--- config.mk ---
export PLATFORM = sky130hd
export DESIGN_NAME = piece_dispatch_ctrl
export DESIGN_NICKNAME = d
export VERILOG_FILES = /design/src/rtl/piece_dispatch_ctrl.sv
export SDC_FILE = /design/constraint.sdc
export NUM_CORES = 1
export LEC_CHECK = 0
export CORE_AREA = 2 2 59 67
export CTS_CLUSTER_DIAMETER = 100
export DETAILED_ROUTE_END_ITERATION = 6
export DIE_AREA = 0 0 61 69
export GPL_ROUTABILITY_DRIVEN = 0
export GPL_TIMING_DRIVEN = 0
export PLACE_DENSITY = 0.81
export SLEW_MARGIN = 20
export SYNTH_ARGS = -nofsm -noshare
export SYNTH_HDL_FRONTEND = slang
export SYNTH_SLANG_ARGS = --single-unit
--- constraint.sdc ---
create_clock -name clk -period 2.88 [get_ports clk]
set_clock_uncertainty 0.1 [all_clocks]
set_input_delay 0.72 -clock clk [delete_from_list [all_inputs] [get_ports clk]]
set_output_delay 0.72 -clock clk [all_outputs]
set_load 0.02 [all_outputs]
--- src/rtl/piece_dispatch_ctrl.sv ---
// Piece dispatch controller: fetches pieces from the generator queue, runs the
// spawn handshake, and manages the once-per-drop hold slot.
module piece_dispatch_ctrl #(
  parameter int GEN_LATENCY = 2
) (
  input  logic        clk,
  input  logic        reset,
  input  logic        start,
  input  logic [2:0]  next_piece,
  output logic        gen_advance,
  input  logic        hold_btn,
  input  logic        lock_evt,
  input  logic        top_out,
  output logic        spawn_valid,
  input  logic        spawn_ready,
  output logic [2:0]  spawn_piece,
  output logic        abort_piece,
  output logic [2:0]  hold_piece,
  output logic        hold_valid,
  output logic        hold_lock,
  output logic        game_over,
  output logic [15:0] piece_count
);

  typedef enum logic [2:0] {IDLE, FETCH, SPAWN, PLAY, OVER} state_t;

  localparam logic [3:0] SETTLE_LOAD = 4'(GEN_LATENCY);

  state_t      state_reg, state_next;
  logic [3:0]  settle_reg, settle_next;
  logic [2:0]  active_reg, active_next;
  logic [2:0]  hold_piece_reg, hold_piece_next;
  logic        hold_valid_reg, hold_valid_next;
  logic        hold_lock_reg, hold_lock_next;
  logic [15:0] count_reg, count_next;
  logic        hold_d_reg;
  logic        spawn_valid_reg, gen_adv_reg, gen_adv_next, abort_reg, abort_next;
  logic        hold_edge;

  assign hold_edge = hold_btn & ~hold_d_reg;

  always_ff @(posedge clk or posedge reset) begin
    if (reset) begin
      state_reg       <= IDLE;
      settle_reg      <= '0;
      active_reg      <= '0;
      hold_piece_reg  <= '0;
      hold_valid_reg  <= 1'b0;
      hold_lock_reg   <= 1'b0;
      count_reg       <= '0;
      hold_d_reg      <= 1'b0;
      spawn_valid_reg <= 1'b0;
      gen_adv_reg     <= 1'b0;
      abort_reg       <= 1'b0;
    end else begin
      state_reg       <= state_next;
      settle_reg      <= settle_next;
      active_reg      <= active_next;
      hold_piece_reg  <= hold_piece_next;
      hold_valid_reg  <= hold_valid_next;
      hold_lock_reg   <= hold_lock_next;
      count_reg       <= count_next;
      hold_d_reg      <= hold_btn;
      // spawn_valid mirrors "now in SPAWN" but comes straight from a flop
      spawn_valid_reg <= (state_next == SPAWN);
      gen_adv_reg     <= gen_adv_next;
      abort_reg       <= abort_next;
    end
  end

  always_comb begin
    state_next      = state_reg;
    settle_next     = (settle_reg != 4'd0) ? settle_reg - 4'd1 : 4'd0;
    active_next     = active_reg;
    hold_piece_next = hold_piece_reg;
    hold_valid_next = hold_valid_reg;
    hold_lock_next  = hold_lock_reg;
    count_next      = count_reg;
    gen_adv_next    = 1'b0;
    abort_next      = 1'b0;

    case (state_reg)
      IDLE, OVER: begin
        if (start) begin
          state_next      = FETCH;
          hold_piece_next = '0;
          hold_valid_next = 1'b0;
          hold_lock_next  = 1'b0;
          count_next      = '0;
        end
      end
      FETCH: begin
        // settle guards against reading a stale head right after an advance
        if (settle_reg == 4'd0 && next_piece != 3'd0) begin
          active_next  = next_piece;
          gen_adv_next = 1'b1;
          settle_next  = SETTLE_LOAD;
          state_next   = SPAWN;
        end
      end
      SPAWN: begin
        if (top_out) begin
          state_next = OVER;
        end else if (spawn_valid_reg && spawn_ready) begin
          state_next = PLAY;
          if (count_reg != 16'hFFFF) count_next = count_reg + 16'd1;
        end
      end
      PLAY: begin
        if (lock_evt) begin
          hold_lock_next = 1'b0;
          state_next     = FETCH;
        end else if (hold_edge && !hold_lock_reg) begin
          hold_lock_next  = 1'b1;
          abort_next      = 1'b1;
          hold_piece_next = active_reg;
          if (hold_valid_reg) begin
            active_next = hold_piece_reg;
            state_next  = SPAWN;
          end else begin
            hold_valid_next = 1'b1;
            state_next      = FETCH;
          end
        end
      end
      default: state_next = IDLE;
    endcase
  end

  assign gen_advance = gen_adv_reg;
  assign spawn_valid = spawn_valid_reg;
  assign spawn_piece = active_reg;
  assign abort_piece = abort_reg;
  assign hold_piece  = hold_piece_reg;
  assign hold_valid  = hold_valid_reg;
  assign hold_lock   = hold_lock_reg;
  assign game_over   = (state_reg == OVER);
  assign piece_count = count_reg;

endmodule
==> flow_summary.toml, run 1 <==
[floorplanning]
die_area_um2 = 4210
die_h_um = 69
placementRows = 23
boundaryPins = 38
fp.coreArea_um2 = 3540
start_util_pct = 51.9
die_w_um = 61

[clock_tree]
hold_buffers = 0
htreeDepth = 2
tritoncts = "built"
cts_root_buffer = "clkbuf_8"
cts_setup_buffers = 0
ctsResizeCount = 0
clock_sinks = 35
cts_buffer_depth = 2
clk_pin_slew_ns = 0.07
insertion_delay_ns = 0.28
cts_buffers = 5

[setup_path]
crit_type = "reg2out"
crit_end = "game_over"
rrSetupSlack_ns = 0.69
cp.depth = 3
crit_chain = "buf_4 > nor3b_1 > clkdlybuf4s50_1"
rr_endpoint = "spawn_piece[1]"
critical-path-top-delay-family = "buffers and inverters"
cpPeakStageDelay_ns = 0.64
crit_path_start = "state_reg[1]"
crit_slowest_cell = "clkdlybuf4s50_1"
worst_ep_required_time_ns = 2.06
cp-end-kind = "primary output"
r2r_cells = 4
path_buf_inv = 2
cp_max_fo = 10
crit_path_start_kind = "flip-flop"
worstPathArrival_ns = 1.67
worstReg2RegStart = "settle_reg[0]"

[timing]
rsz0062_at_grt = "no"
slew_violations = 0
slew_headroom_pct = 36.4
tightest_slew_ns = 0.942
post-route-period-util_pct = 86.4
min_period_ns = 2.49
fmax_mhz = 402
hold_slack_ns = 0.413
setup_viol = 0
fin_tns_setup_ns = 0
fin_ws_ns = 0.391
hold_violations = 0

[cells_and_area]
diodes = 0
design_area_um2 = 2380
area_growth_pct = 29.3
layout-drive-gt1-share_pct = 10.1
final_util_pct = 67.1
num-fill-cells = 287
final_nets = 238
largest_reg_flops = 16

[hold_path]
hold_depth = 1
hold_class = "reg2reg"

[grt]
antenna_found_initial = 0
grt_max_degree = 36
grt_pass1_wl_um = 6930
grt_pass1_vias = 1577
grt.overflow.total = 0
track_usage_pct = 21.2

[synth]
synth_top_flop_cell = "dfrtp_1"
async_flop_share_pct = 100
avgSynthCellArea_um2 = 10.0
synth_edf_count = 0
ys_seq_area_share_pct = 47.7
ys_types = 48
synth_fp_nets = 194
yosysWarnings = 0
ys_ff_latch = 35
syn_area_um2 = 1840
syn_inst = 183

[power]
cellPowerDensity_nw_per_um2 = 655
ir_drop_mv = 0.490
leakage_uw = 0.00104

[routing]
drt-wirelength-per-cell_um = 14.7
drt_wl_total_um = 4090
vias_per_cell = 5.82
drtPass1Iterations = 4
ant_nets = 0
drtIter0Drc = 100
via_count = 1617
drc_errors = 0

[status]
outcome = "complete, no violations"

[job]
maxCapViolCount = 0

[place]
hpwlAfterDp_um = 2910
place_area_um2 = 2270
pre_cts_slack_ns = 0.0953
io_buffers = 37
## cell usage in the layout (no fill, tap or decap), drive strengths merged, types with 4 or more instances in the layout
master          n
clkdlybuf4s50  37
mux2i           9
nand3          12
nor2            9
o21ai           8
a31oi           9
a21oi          10
inv             7
o31ai           4
nand4           5
nand2          17
or4             4
clkbuf         10
buf             5
nor4            4
dfrtp          35
nor3b           5
## routing by layer
layer / wire length, µm / vias to the layer above / track usage (%)
li1: - / 778 / -
met1: 1770 / 782 / 27.9
met2: 2080 / 50 / 33.8
met3: 191 / 7 / 4.32
met4: 55 / 0 / 7.49
met5: 0 / - / 0
## cells in the mapped netlist (all sizes together), types with 2 or more instances
| master | number | area [µm²] |
|---|---|---|
| dfrtp | 35 | 876 |
| nand2 | 17 | 66.3 |
| nand3 | 12 | 60.1 |
| a21oi | 10 | 53.8 |
| a31oi | 9 | 56.3 |
| mux2i | 9 | 90.1 |
| nor2 | 9 | 33.8 |
| o21ai | 8 | 40.0 |
| inv | 7 | 26.3 |
| buf | 5 | 42.5 |
| nand4 | 5 | 37.5 |
| nor3b | 5 | 42.5 |
| nor4 | 4 | 46.3 |
| o31ai | 4 | 30.0 |
| or4 | 4 | 30.0 |
| a21o | 3 | 22.5 |
| and3 | 3 | 18.8 |
| nand2b | 3 | 18.8 |
| nand3b | 3 | 22.5 |
| o211ai | 3 | 22.5 |
| or3b | 3 | 26.3 |
| and3b | 2 | 17.5 |
| and4 | 2 | 17.5 |
| clkbuf | 2 | 7.51 |
| nor2b | 2 | 12.5 |
| or3 | 2 | 12.5 |
## power by group
part | switching [µW] | internal (µW) | leakage [µW]
logic | 299 | 240 | 0.000514
clock network | 172 | 218 | 0.0000515
registers | 58.8 | 567 | 0.000473
## how the worst min path moves through the flow
| stage | start | endpoint | slack, ns |
|---|---|---|---|
| 2_1_floorplan | settle_reg[0] | settle_reg[0] | 0.37 |
| 3_3_place_gp | settle_reg[0] | settle_reg[0] | 0.40 |
| 3_5_place_dp | settle_reg[0] | settle_reg[0] | 0.40 |
| 4_1_cts | settle_reg[0] | settle_reg[0] | 0.41 |
| 5_1_grt | settle_reg[0] | settle_reg[0] | 0.46 |
| 6_report | settle_reg[0] | settle_reg[0] | 0.41 |
## cells by family (layout without fill, tap and decap cells)
logic type,Yosys count,in the layout,synth area share [%]
buffers and inverters,14,59,4.15
flip-flops,35,35,47.7
multiplexers,10,10,5.51
adder cells (fa/ha/maj),1,1,0.681
AO/OA/AOI/OAI,44,44,15.5
AND/OR/NAND/NOR,79,79,26.5
## layout make-up
cell class / count / area, µm² / share of cell area, %
plain buffers: 7 / 50.0 / 2.11
clock buffers: 8 / 100 / 4.21
inverters: 7 / 26.3 / 1.11
multi-input cells: 134 / 891 / 37.5
flip-flops and latches: 35 / 876 / 36.9
well taps: 50 / 62.6 / 2.63
repair buffers: 37 / 370 / 15.6
## through the flow
stage	cells	power (µW)
final	278	1560
after global placement	270	1160
after global routing	278	1650
after detailed placement	270	1170
after floorplan	183	976
after CTS	278	1560
Power figures use the tool's default switching activity.
==> run 2: changes to the inputs <==
HOLD_SLACK_MARGIN = 0.08   (was unset)
==> results of run 2 <==
Final layout, timing and power as in run 1 (identical DEF).
==> run 3: changes to the inputs <==
CORE_AREA = 3 3 60 68   (was 2 2 59 67)
DIE_AREA = 0 0 63 71   (was 0 0 61 69)
==> flow_summary.toml, run 3 (synthesis gave the netlist of run 1 again) <==
[place]
place_area_um2 = 2270
placed_cells = 270
io_buffers = 37
hpwlAfterDp_um = 2930

[cells_and_area]
largest_reg_flops = 16
final_nets = 238
diodes = 0
final_cells = 278
final_cell_mix = "clkdlybuf4s50_1, dfrtp_1, nand2_1"
area_growth_pct = 30.2
design_area_um2 = 2390
final_common_cell = "clkdlybuf4s50_1"
layout-drive-gt1-share_pct = 10.5

[clock_tree]
cts_buffer_depth = 2
clock_sinks = 35
cts_buffers = 5
hold_buffers = 0
insertion_delay_ns = 0.30
htreeDepth = 2
clk_pin_slew_ns = 0.07
ctsResizeCount = 0
cts_root_buffer = "clkbuf_8"
cts_setup_buffers = 0
tritoncts = "built"

[floorplanning]
die_w_um = 63
die_area_um2 = 4470
placementRows = 23
boundaryPins = 38
fp.coreArea_um2 = 3540
die_h_um = 71
start_util_pct = 51.9

[timing]
min_period_ns = 2.50
setup_viol = 0
fmax_mhz = 400
tightest_slew_ns = 0.949
hold_violations = 0
rsz0062_at_grt = "no"
slew_violations = 0
post-route-period-util_pct = 86.7
hold_slack_ns = 0.409
slew_headroom_pct = 35.9
fin_tns_setup_ns = 0

[grt]
grt_pass1_wl_um = 7260
grt_pass1_vias = 1567
grt.overflow.total = 0
antenna_found_initial = 0
grt_max_degree = 36
track_usage_pct = 20.8

[routing]
via_count = 1645
drt_wl_total_um = 4230
vias_per_cell = 5.92
ant_nets = 0
drc_errors = 0
drtPass1Iterations = 4
drtIter0Drc = 141
drt-wirelength-per-cell_um = 15.2

[job]
maxCapViolCount = 0

[setup_path]
rrSetupSlack_ns = 0.62
worstReg2RegStart = "settle_reg[0]"
cp-end-kind = "primary output"
crit_type = "reg2out"
rr_endpoint = "spawn_piece[0]"
worstPathArrival_ns = 1.68
r2r_cells = 4
crit_path_start_kind = "flip-flop"
cp_max_fo = 10
worst_ep_required_time_ns = 2.06

[power]
power_frac_seq_pct = 38.2
internal-power_uw = 1090
cellPowerDensity_nw_per_um2 = 681
ir_drop_mv = 0.399
leakage_uw = 0.00105
switching_share_pct = 33.3
p_comb_share_pct = 33.2
clkPwrFrac_pct = 28.6
power_switching_uw = 542

[hold_path]
hold_depth = 1
min_from = "settle_reg[0]"
hold_class = "reg2reg"
whs_endpoint = "settle_reg[0]"

[status]
outcome = "complete, no violations"
## run 3: area by class of cell
class                      count  area [µm²]
inverter                       7        26.3
clock inverter                 2        35.0
tap                           50        62.6
buffer                         7        50.0
sequential                    35         876
clock buffer                   6        82.6
fill                         295        1150
multi-input combinational    134         891
timing repair buffer          37         370
## run 3: critical path, stage by stage, from the launching register on
cell and delay, ns:
dfrtp_1 0.36, buf_4 0.16, nor3b_1 0.22, clkdlybuf4s50_1 0.64
## run 3: power groups by stage
stage | sequential, µW | combinational (µW) | clock [µW]
after detailed placement | 628 | 541 | 0
after global routing | 636 | 600 | 496
after CTS | 623 | 542 | 470
after global placement | 631 | 530 | 0
final | 622 | 542 | 466
after floorplan | 681 | 295 | 0
## run 3: worst max path at each step
stage	startpoint	end	cells after the start
after global placement	start	spawn_valid	4
after global routing	next_piece[1]	spawn_valid	4
after detailed placement	next_piece[0]	spawn_valid	4
after CTS	state_reg[0]	game_over	3
final	state_reg[1]	game_over	3
after floorplan	piece_count[0]	piece_count[4]	6
## run 3: layer usage
metal	vias to the layer above	share of wire (%)	global-route usage, %
met2	68	49	33.3
met4	0	1.8	9.07
met1	788	42	25.6
li1	781	-	-
met3	8	7.0	6.83
met5	-	0	0
## run 3: metrics by stage
stage          power, µW  util [%]  worst slack, ns
2_1_floorplan        976         -            0.923
3_3_place_gp        1160      64.2            0.129
3_5_place_dp        1170      64.2           0.0872
4_1_cts             1640      67.5            0.389
5_1_grt             1730      67.6            0.264
6_report            1630      67.6            0.382
